**src/rtl/riscv_if_fetch_ctrl.sv**
```systemverilog
// IF-stage fetch controller: issues in-order instruction-memory requests, tracks
// outstanding reads, buffers returned parcels and presents them to IF.
module riscv_if_fetch_ctrl #(
  parameter int XLEN        = 32,
  parameter int PARCEL_SIZE = 32,
  parameter int MAX_OUT     = 2,
  parameter int BUF_DEPTH   = 2
) (
  input  logic                      clk,
  input  logic                      rst,
  input  logic [XLEN-1:0]           if_nxt_pc,
  input  logic                      if_stall,
  input  logic                      if_flush,
  output logic                      if_stall_nxt_pc,
  output logic [PARCEL_SIZE-1:0]    if_parcel,
  output logic [XLEN-1:0]           if_parcel_pc,
  output logic [PARCEL_SIZE/16-1:0] if_parcel_valid,
  output logic                      if_parcel_misaligned,
  output logic                      if_parcel_page_fault,
  output logic                      mem_req,
  output logic [XLEN-1:0]           mem_adr,
  input  logic                      mem_ack,
  input  logic                      mem_rvalid,
  input  logic [PARCEL_SIZE-1:0]    mem_rdata,
  input  logic                      mem_err
);

  localparam int CW = $clog2(MAX_OUT + 1);
  localparam int BW = $clog2(BUF_DEPTH + 1);
  localparam int PW = (MAX_OUT > 1) ? $clog2(MAX_OUT) : 1;
  localparam int QW = (BUF_DEPTH > 1) ? $clog2(BUF_DEPTH) : 1;

  typedef enum logic [1:0] {ST_BOOT, ST_RUN, ST_DRAIN} state_e;

  state_e state_q, state_d;

  logic [CW-1:0]          out_cnt_q, out_cnt_d;
  logic [CW-1:0]          discard_cnt_q, discard_cnt_d;
  logic [XLEN-1:0]        pcf_q [MAX_OUT];
  logic [XLEN-1:0]        pcf_d [MAX_OUT];
  logic [PW-1:0]          pcf_wr_q, pcf_wr_d, pcf_rd_q, pcf_rd_d;

  logic [PARCEL_SIZE-1:0] buf_data_q [BUF_DEPTH];
  logic [PARCEL_SIZE-1:0] buf_data_d [BUF_DEPTH];
  logic [XLEN-1:0]        buf_pc_q   [BUF_DEPTH];
  logic [XLEN-1:0]        buf_pc_d   [BUF_DEPTH];
  logic                   buf_err_q  [BUF_DEPTH];
  logic                   buf_err_d  [BUF_DEPTH];
  logic                   buf_mis_q  [BUF_DEPTH];
  logic                   buf_mis_d  [BUF_DEPTH];
  logic [QW-1:0]          buf_wr_q, buf_wr_d, buf_rd_q, buf_rd_d;
  logic [BW-1:0]          buf_cnt_q, buf_cnt_d;

  logic [PARCEL_SIZE-1:0]    parcel_q, parcel_d;
  logic [XLEN-1:0]           parcel_pc_q, parcel_pc_d;
  logic [PARCEL_SIZE/16-1:0] parcel_valid_q, parcel_valid_d;
  logic                      parcel_mis_q, parcel_mis_d;
  logic                      parcel_pf_q, parcel_pf_d;

  logic                   aligned, credit, accept, marker, rsp_push, push;
  logic                   buf_empty, deliver, bypass, buf_push, buf_pop, drain_dec;
  logic [CW-1:0]          flush_left;
  logic [PARCEL_SIZE-1:0] in_data;
  logic [XLEN-1:0]        in_pc;
  logic                   in_err, in_mis;

  function automatic logic [PW-1:0] pcf_inc(input logic [PW-1:0] p);
    return (p == PW'(MAX_OUT - 1)) ? '0 : p + PW'(1);
  endfunction

  function automatic logic [QW-1:0] buf_inc(input logic [QW-1:0] p);
    return (p == QW'(BUF_DEPTH - 1)) ? '0 : p + QW'(1);
  endfunction

  always_ff @(posedge clk or posedge rst) begin
    if (rst) begin
      state_q <= ST_BOOT;
    end else begin
      state_q <= state_d;
    end
  end

  always_comb begin
    state_d = state_q;
    unique case (state_q)
      ST_BOOT:  state_d = ST_RUN;
      ST_RUN:   if (if_flush && (flush_left != '0)) state_d = ST_DRAIN;
      ST_DRAIN: if ((discard_cnt_q == '0) || (drain_dec && (discard_cnt_q == CW'(1))))
                  state_d = ST_RUN;
      default:  state_d = ST_BOOT;
    endcase
  end

  always_comb begin
    aligned    = (if_nxt_pc[1:0] == 2'b00);
    credit     = ((int'(out_cnt_q) + int'(buf_cnt_q)) < BUF_DEPTH) && (out_cnt_q < CW'(MAX_OUT));
    mem_req    = (state_q == ST_RUN) && credit && !if_flush && aligned;
    mem_adr    = if_nxt_pc;
    accept     = mem_req && mem_ack;
    marker     = (state_q == ST_RUN) && credit && !if_flush && !aligned && (out_cnt_q == '0);
    if_stall_nxt_pc = !(accept || marker);
    rsp_push   = (state_q == ST_RUN) && !if_flush && mem_rvalid;
    push       = rsp_push || marker;
    flush_left = out_cnt_q - CW'(mem_rvalid && (out_cnt_q != '0));
    drain_dec  = (state_q == ST_DRAIN) && mem_rvalid && (discard_cnt_q != '0);
    in_data    = marker ? '0 : mem_rdata;
    in_pc      = marker ? if_nxt_pc : pcf_q[pcf_rd_q];
    in_err     = marker ? 1'b0 : mem_err;
    in_mis     = marker;
    // An empty buffer lets the incoming entry go straight to the output
    // registers, giving the two-cycle ack-to-parcel latency.
    buf_empty  = (buf_cnt_q == '0);
    deliver    = !if_flush && !if_stall && (!buf_empty || push);
    bypass     = deliver && buf_empty;
    buf_push   = push && !bypass;
    buf_pop    = deliver && !buf_empty;
  end

  always_comb begin
    out_cnt_d      = out_cnt_q;
    discard_cnt_d  = discard_cnt_q;
    pcf_d          = pcf_q;
    pcf_wr_d       = pcf_wr_q;
    pcf_rd_d       = pcf_rd_q;
    buf_data_d     = buf_data_q;
    buf_pc_d       = buf_pc_q;
    buf_err_d      = buf_err_q;
    buf_mis_d      = buf_mis_q;
    buf_wr_d       = buf_wr_q;
    buf_rd_d       = buf_rd_q;
    buf_cnt_d      = buf_cnt_q;
    parcel_d       = parcel_q;
    parcel_pc_d    = parcel_pc_q;
    parcel_mis_d   = parcel_mis_q;
    parcel_pf_d    = parcel_pf_q;
    parcel_valid_d = '0;
    if (drain_dec) discard_cnt_d = discard_cnt_q - CW'(1);
    if (if_flush) begin
      out_cnt_d = '0;
      pcf_wr_d  = '0;
      pcf_rd_d  = '0;
      buf_wr_d  = '0;
      buf_rd_d  = '0;
      buf_cnt_d = '0;
      if (state_q == ST_RUN) discard_cnt_d = flush_left;
    end else begin
      if (accept) begin
        pcf_d[pcf_wr_q] = if_nxt_pc;
        pcf_wr_d        = pcf_inc(pcf_wr_q);
      end
      if (rsp_push) pcf_rd_d = pcf_inc(pcf_rd_q);
      if (accept && !rsp_push)      out_cnt_d = out_cnt_q + CW'(1);
      else if (!accept && rsp_push) out_cnt_d = out_cnt_q - CW'(1);
      if (buf_push) begin
        buf_data_d[buf_wr_q] = in_data;
        buf_pc_d[buf_wr_q]   = in_pc;
        buf_err_d[buf_wr_q]  = in_err;
        buf_mis_d[buf_wr_q]  = in_mis;
        buf_wr_d             = buf_inc(buf_wr_q);
      end
      if (buf_pop) buf_rd_d = buf_inc(buf_rd_q);
      if (buf_push && !buf_pop)      buf_cnt_d = buf_cnt_q + BW'(1);
      else if (!buf_push && buf_pop) buf_cnt_d = buf_cnt_q - BW'(1);
      if (deliver) begin
        parcel_d       = bypass ? in_data : buf_data_q[buf_rd_q];
        parcel_pc_d    = bypass ? in_pc   : buf_pc_q[buf_rd_q];
        parcel_pf_d    = bypass ? in_err  : buf_err_q[buf_rd_q];
        parcel_mis_d   = bypass ? in_mis  : buf_mis_q[buf_rd_q];
        parcel_valid_d = '1;
      end
    end
  end

  always_ff @(posedge clk or posedge rst) begin
    if (rst) begin
      out_cnt_q      <= '0;
      discard_cnt_q  <= '0;
      pcf_wr_q       <= '0;
      pcf_rd_q       <= '0;
      buf_wr_q       <= '0;
      buf_rd_q       <= '0;
      buf_cnt_q      <= '0;
      parcel_q       <= '0;
      parcel_pc_q    <= '0;
      parcel_valid_q <= '0;
      parcel_mis_q   <= 1'b0;
      parcel_pf_q    <= 1'b0;
      for (int unsigned i = 0; i < MAX_OUT; i++) pcf_q[i] <= '0;
      for (int unsigned i = 0; i < BUF_DEPTH; i++) begin
        buf_data_q[i] <= '0;
        buf_pc_q[i]   <= '0;
        buf_err_q[i]  <= 1'b0;
        buf_mis_q[i]  <= 1'b0;
      end
    end else begin
      out_cnt_q      <= out_cnt_d;
      discard_cnt_q  <= discard_cnt_d;
      pcf_q          <= pcf_d;
      pcf_wr_q       <= pcf_wr_d;
      pcf_rd_q       <= pcf_rd_d;
      buf_data_q     <= buf_data_d;
      buf_pc_q       <= buf_pc_d;
      buf_err_q      <= buf_err_d;
      buf_mis_q      <= buf_mis_d;
      buf_wr_q       <= buf_wr_d;
      buf_rd_q       <= buf_rd_d;
      buf_cnt_q      <= buf_cnt_d;
      parcel_q       <= parcel_d;
      parcel_pc_q    <= parcel_pc_d;
      parcel_valid_q <= parcel_valid_d;
      parcel_mis_q   <= parcel_mis_d;
      parcel_pf_q    <= parcel_pf_d;
    end
  end

  assign if_parcel            = parcel_q;
  assign if_parcel_pc         = parcel_pc_q;
  assign if_parcel_valid      = parcel_valid_q;
  assign if_parcel_misaligned = parcel_mis_q;
  assign if_parcel_page_fault = parcel_pf_q;

endmodule

```
**config.mk**
```make
export PLATFORM = sky130hd
export DESIGN_NAME = riscv_if_fetch_ctrl
export DESIGN_NICKNAME = d
export VERILOG_FILES = /design/src/rtl/riscv_if_fetch_ctrl.sv
export SDC_FILE = /design/constraint.sdc
export NUM_CORES = 1
export LEC_CHECK = 0
export CELL_PAD_IN_SITES_DETAIL_PLACEMENT = 1
export CELL_PAD_IN_SITES_GLOBAL_PLACEMENT = 1
export CORE_MARGIN = 1
export CORE_UTILIZATION = 40
export DETAILED_ROUTE_END_ITERATION = 6
export GPL_ROUTABILITY_DRIVEN = 0
export GPL_TIMING_DRIVEN = 0
export PLACE_DENSITY = 0.84
export SYNTH_ARGS = -nofsm -noshare
export SYNTH_HDL_FRONTEND = slang
export SYNTH_SLANG_ARGS = --single-unit
export TNS_END_PERCENT = 1
```
**constraint.sdc**
```tcl
create_clock -name clk -period 11.76 [get_ports clk]
set_clock_uncertainty 0.1 [all_clocks]
set_input_delay 3.528 -clock clk [delete_from_list [all_inputs] [get_ports clk]]
set_output_delay 3.528 -clock clk [all_outputs]
set_load 0.02 [all_outputs]
```
# == Word level (Yosys, flattened, before mapping) ==
# Index checks and enable logic that the tools add are counted.
# totals
wordCells,168
out_inout_bits,102
inputBits,71
reg_bits,276
# op_classes
mux,59
order_cmp,8
n_addsub,11
bitwise_logic,5
eq_ne,5
reduce_logical,57
# op_table
cell,count
$mux 32,15
$bwmux 64,3
$demux 32 s1,2
$mux 2,13
$logic_and 1x1->1,25
$mux 1,22
$reduce_bool 2->1,7
$logic_not 1->1,10
$logic_not 2->1,5
$ge 2x2->1 const B,4
$not 1->2,4
$reduce_and 2->1,4
$pmux 2 s3,1
$reduce_bool 3->1,2
$sub 2x1->2 const B,3
$add 1x1->1 const B,4
$add 2x1->2 const B,2
$bwmux 2,2
$eq 2x1->1 const B,2
$logic_or 1x1->1,4
$lt 2x1->1 const B,2
$ne 2x2->1 const B,2
$add 2x2->3,1
$lt 3x2->1 const B,1
other kinds (5),5

# == Depth between registers and ports, before layout ==
# depth
ltp_word,18
ltp_mapped,11
mapped_depth_nobuf,8

# == Least setup slack after synthesis ==
# No wires, ideal clock.
# synth_path
path_kind,input to output
from,input if_flush
to,output if_stall_nxt_pc
path_buffers,3
required_ns,8.132
t_arrival_ns,4.648
setup_slack_ns,3.484
path_stages,6
path_cell_list,buf_2 -> nor3b_4 -> and4b_1 -> buf_6 -> clkbuf_1 -> nor2_1
# synth_via
elab_chain_cells,6
elab_cells_between_ends,8
# synth_lines
element,line,rtl
"start, declared",13,"input logic if_flush,"
$logic_not 1->1 (*),"97, 100",
$logic_and 1x1->1 (*),"97, 100",
$logic_and 1x1->1 (on tied branches),"97, 100",
$logic_and 1x1->1 (on tied branches),"99, 100",
$logic_or 1x1->1 (*),101,if_stall_nxt_pc = !(accept || marker);
$logic_not 1->1 (*),101,
"end, declared",14,"output logic if_stall_nxt_pc,"
# Every way passes the cells marked *; elsewhere a longest branch is shown, timed or not.

# == Worst setup path in the final report ==
# layout_path
from,input if_nxt_pc[0]
to,output if_stall_nxt_pc
# layout_via
elab_chain_cells,6
elab_cells_between_ends,8
# layout_lines
element,line,rtl
"start, declared",11,"input logic [XLEN-1:0] if_nxt_pc,"
$logic_not 2->1 (*),95,aligned = (if_nxt_pc[1:0] == 2'b00);
$logic_not 1->1,100,marker = (state_q == ST_RUN) && credit && !if_flush && !aligned && (out_cnt_q == '0);
$logic_and 1x1->1 (2 in a row),100,
$logic_or 1x1->1 (*),101,
$logic_not 1->1 (*),101,
# Marks and branches as above.

==> results.md <==
- Status: complete, no violations
- CP top delay family: buffers and inverters
- Total GRT Usage: 22.8%
- DP HPWL: 25500 um
- Post-synthesis cell area: 0.0129 mm^2
- Crit-path cells: clkdlybuf4s50_1 -> nor2_1 -> and4b_1 -> buf_6 -> clkbuf_1 -> nor2_1 -> clkdlybuf4s50_1
- Routed WL: 37300 um
- Layout net count: 1462
- Area delta synth->final: 25.4%
- I/O pin count: 173
- # DRC: 0
- Worst EP arrival: 6040 ps
- Vias in the first global route: 10800
- CTS tree: done
- Final hold violations: 0
- Final core occ: 51.2%
- Crit-path max cell delay: 630 ps
- Post-DP Area: 0.0152 mm^2
- CTS max path bufs: 3
- Slowest CP cell: clkdlybuf4s50_1
- Detail Route Antenna Nets: 0
- Clock slew at reported path FFs: 60 ps
- Synthesized instance count: 1182
- Total gr overflow: 0
- Clk_lat worst skew: 560 ps
- Static Leak: 0.00731 uW
- Peak supply drop: 140 uV
- Total negative slack: 0 ps
- Most frequent cells in the layout: dfrtp_1, nand2_1, clkdlybuf4s50_1
- First-pass GRT wire length: 59500 um
- CTS H-tree depth: 1
- Hold Buf Count CTS: 0
- Worst slew pin tran: 868 ps
- Clock sinks: 275
- CTS Buf Count: 30
- Final Instance Count excl. Fillers: 1812
- Hold WS: 381 ps
- Iter 0 DRT Violations: 548
- Setup crit end kind: output pin
- Largest net degree at the start of global routing: 103
- Vias per inst: 5.44
- Asr flop ratio synth: 100%
- Critical Path RT: 8130 ps
- Initial antenna violation count: 0
- Core Region: 0.0316 mm^2
- Design area: 0.0162 mm^2
- Startpoint types: input pin
- Largest cells by area after synthesis: dfrtp_1, mux2_2, mux2i_1
- Ys Warns: 0
- Cts repair resizes: 0
- Seq cells post-synth: 275
- Most common cell after layout, fill and taps aside: dfrtp_1
- Number of synthesized flops with an enable pin: 0
- Final slew viol count: 0
- Synth Flop Type: dfrtp_1
- Synth top area share: 53.3%
- FMAX: 103 MHz
- Max-slew headroom: 42.1%
- First-pass iteration count of the detailed router: 5
- Min cycle time layout: 9670 ps
- Largest area contributor in the synthesized netlist: dfrtp_1
- Final worst-path cycle share: 82.2%
- Final setup vio count: 0
- Syn nets: 1257
- Netlist cell types: 49
- WS Path Type: input pin to output pin
- Port Buffers: 171
- Register area share after synthesis: 53.3%
- PD cells: 256 mW/mm^2
- Total placed cells including tap cells: 1757
- WL/cell: 20.6 um
- Site Rows: 65
- CP Max Fanout: 10
- Initial core utilization: 40.8%
- Clock root buffer: clkbuf_16
- HP Class: flop to flop
- Chip width: 182 um
- RSZ-0062 raised after global routing: false
- Setup Fix Bufs, Post-CTS: 0
- Synthesized area per cell: 10.9 um^2
- Antenna fix cells: 0
- Crit path buffers/inverters: 4
- Max cap viols: 0
- Die area: 0.0330 mm^2
- Die H: 182 um
- Vias: 9854
- Share of cells above drive strength 1: 18.7%
Yosys cell counts (2+ instances only):
master     count
nand3_1       10
mux2_4        26
nor2b_1        3
xor2_1         2
clkbuf_1      34
and2_1         3
mux2_2        99
inv_1          9
nand2_1      218
dfrtp_1      275
mux2i_1      100
a21oi_1       15
buf_6         14
o21ai_0      125
a2111oi_0      2
nor2_1        36
buf_1          3
o22a_1        32
ha_1           3
buf_2         24
clkbuf_2       3
xnor2_1        4
buf_4         39
o21ai_1       78
registers in the layout, summed over array words and instances (netlist names), 2 cells and up:
name / cells
buf_pc_q: 64
out_cnt_q: 2
state_q: 2
buf_mis_q: 2
discard_cnt_q: 2
if_parcel_pc: 32
buf_data_q: 64
if_parcel: 32
pcf_q: 64
buf_err_q: 2
buf_cnt_q: 2
worst register-to-register path, stage by stage, from the launching register on:
cell	delay (ps)
dfrtp_1	460
and2_1	200
fa_1	440
nor3_1	340
nand4b_1	130
buf_2	230
a21oi_1	520
clkbuf_2	360
o21ai_0	190
o22a_1	210
cell type report:
cell class                      instances  area, um^2
Timing Repair Buffer                  173        1770
Clock inverter                         14         163
Fill cell                            3374       15400
Inverter                                9        41.3
Sequential cell                       275        6880
Tap cell                              402         503
Clock buffer                           41         842
Multi-Input combinational cell        781        5270
Buffer                                117         724
through the flow:
stage | total power, uW | setup slack, ps
after global routing | 4380 | 2080
after floorplan | 2560 | 552
final | 4150 | 2090
after CTS | 4180 | 2090
after global placement | 3090 | -2780
after detailed placement | 3190 | 2100
where the power goes:
part	internal (uW)	switching (uW)
logic	744	876
registers	1330	235
clock network	567	398
total	2640	1510
final timing paths:
| check | start | endpoint | slack [ps] | cells past startpoint |
|---|---|---|---|---|
| worst min-delay path | buf_pc_q[7] | buf_pc_q[7] | 380 | 2 |
| min in group asynchronous | rst | if_parcel[27] | 3350 | 2 |
| worst max-delay path | if_nxt_pc[0] | if_stall_nxt_pc | 2090 | 7 |
| worst min register to register | buf_pc_q[7] | buf_pc_q[7] | 380 | 2 |
| max in group asynchronous | rst | if_parcel_valid[0] | 7260 | 3 |
| worst max register to register | buf_cnt_q[0] | if_parcel_pc[7] | 8480 | 9 |
logic make-up (layout without fill, tap and decap cells):
group / count (synthesis) / in the layout / synth area share (%)
AOI/OAI and AO/OA: 262 / 262 / 11.5
xor gates and xnor gates: 6 / 6 / 0.407
adders and majority gates: 4 / 4 / 0.446
buffers and inverters: 126 / 354 / 5.87
DFF: 275 / 275 / 53.3
muxes: 225 / 225 / 19.4
and+or+nand+nor: 284 / 284 / 9.03
layer usage:
metal / part of all wire [%] / up-vias / global-route usage (%)
li1: - / 4467 / -
met1: 43 / 5091 / 29.2
met2: 50 / 238 / 39.8
met3: 4.2 / 58 / 3.01
met4: 2.5 / 0 / 7.22
met5: 0 / - / 0
No activity file was read; power rests on OpenSTA's default activity.
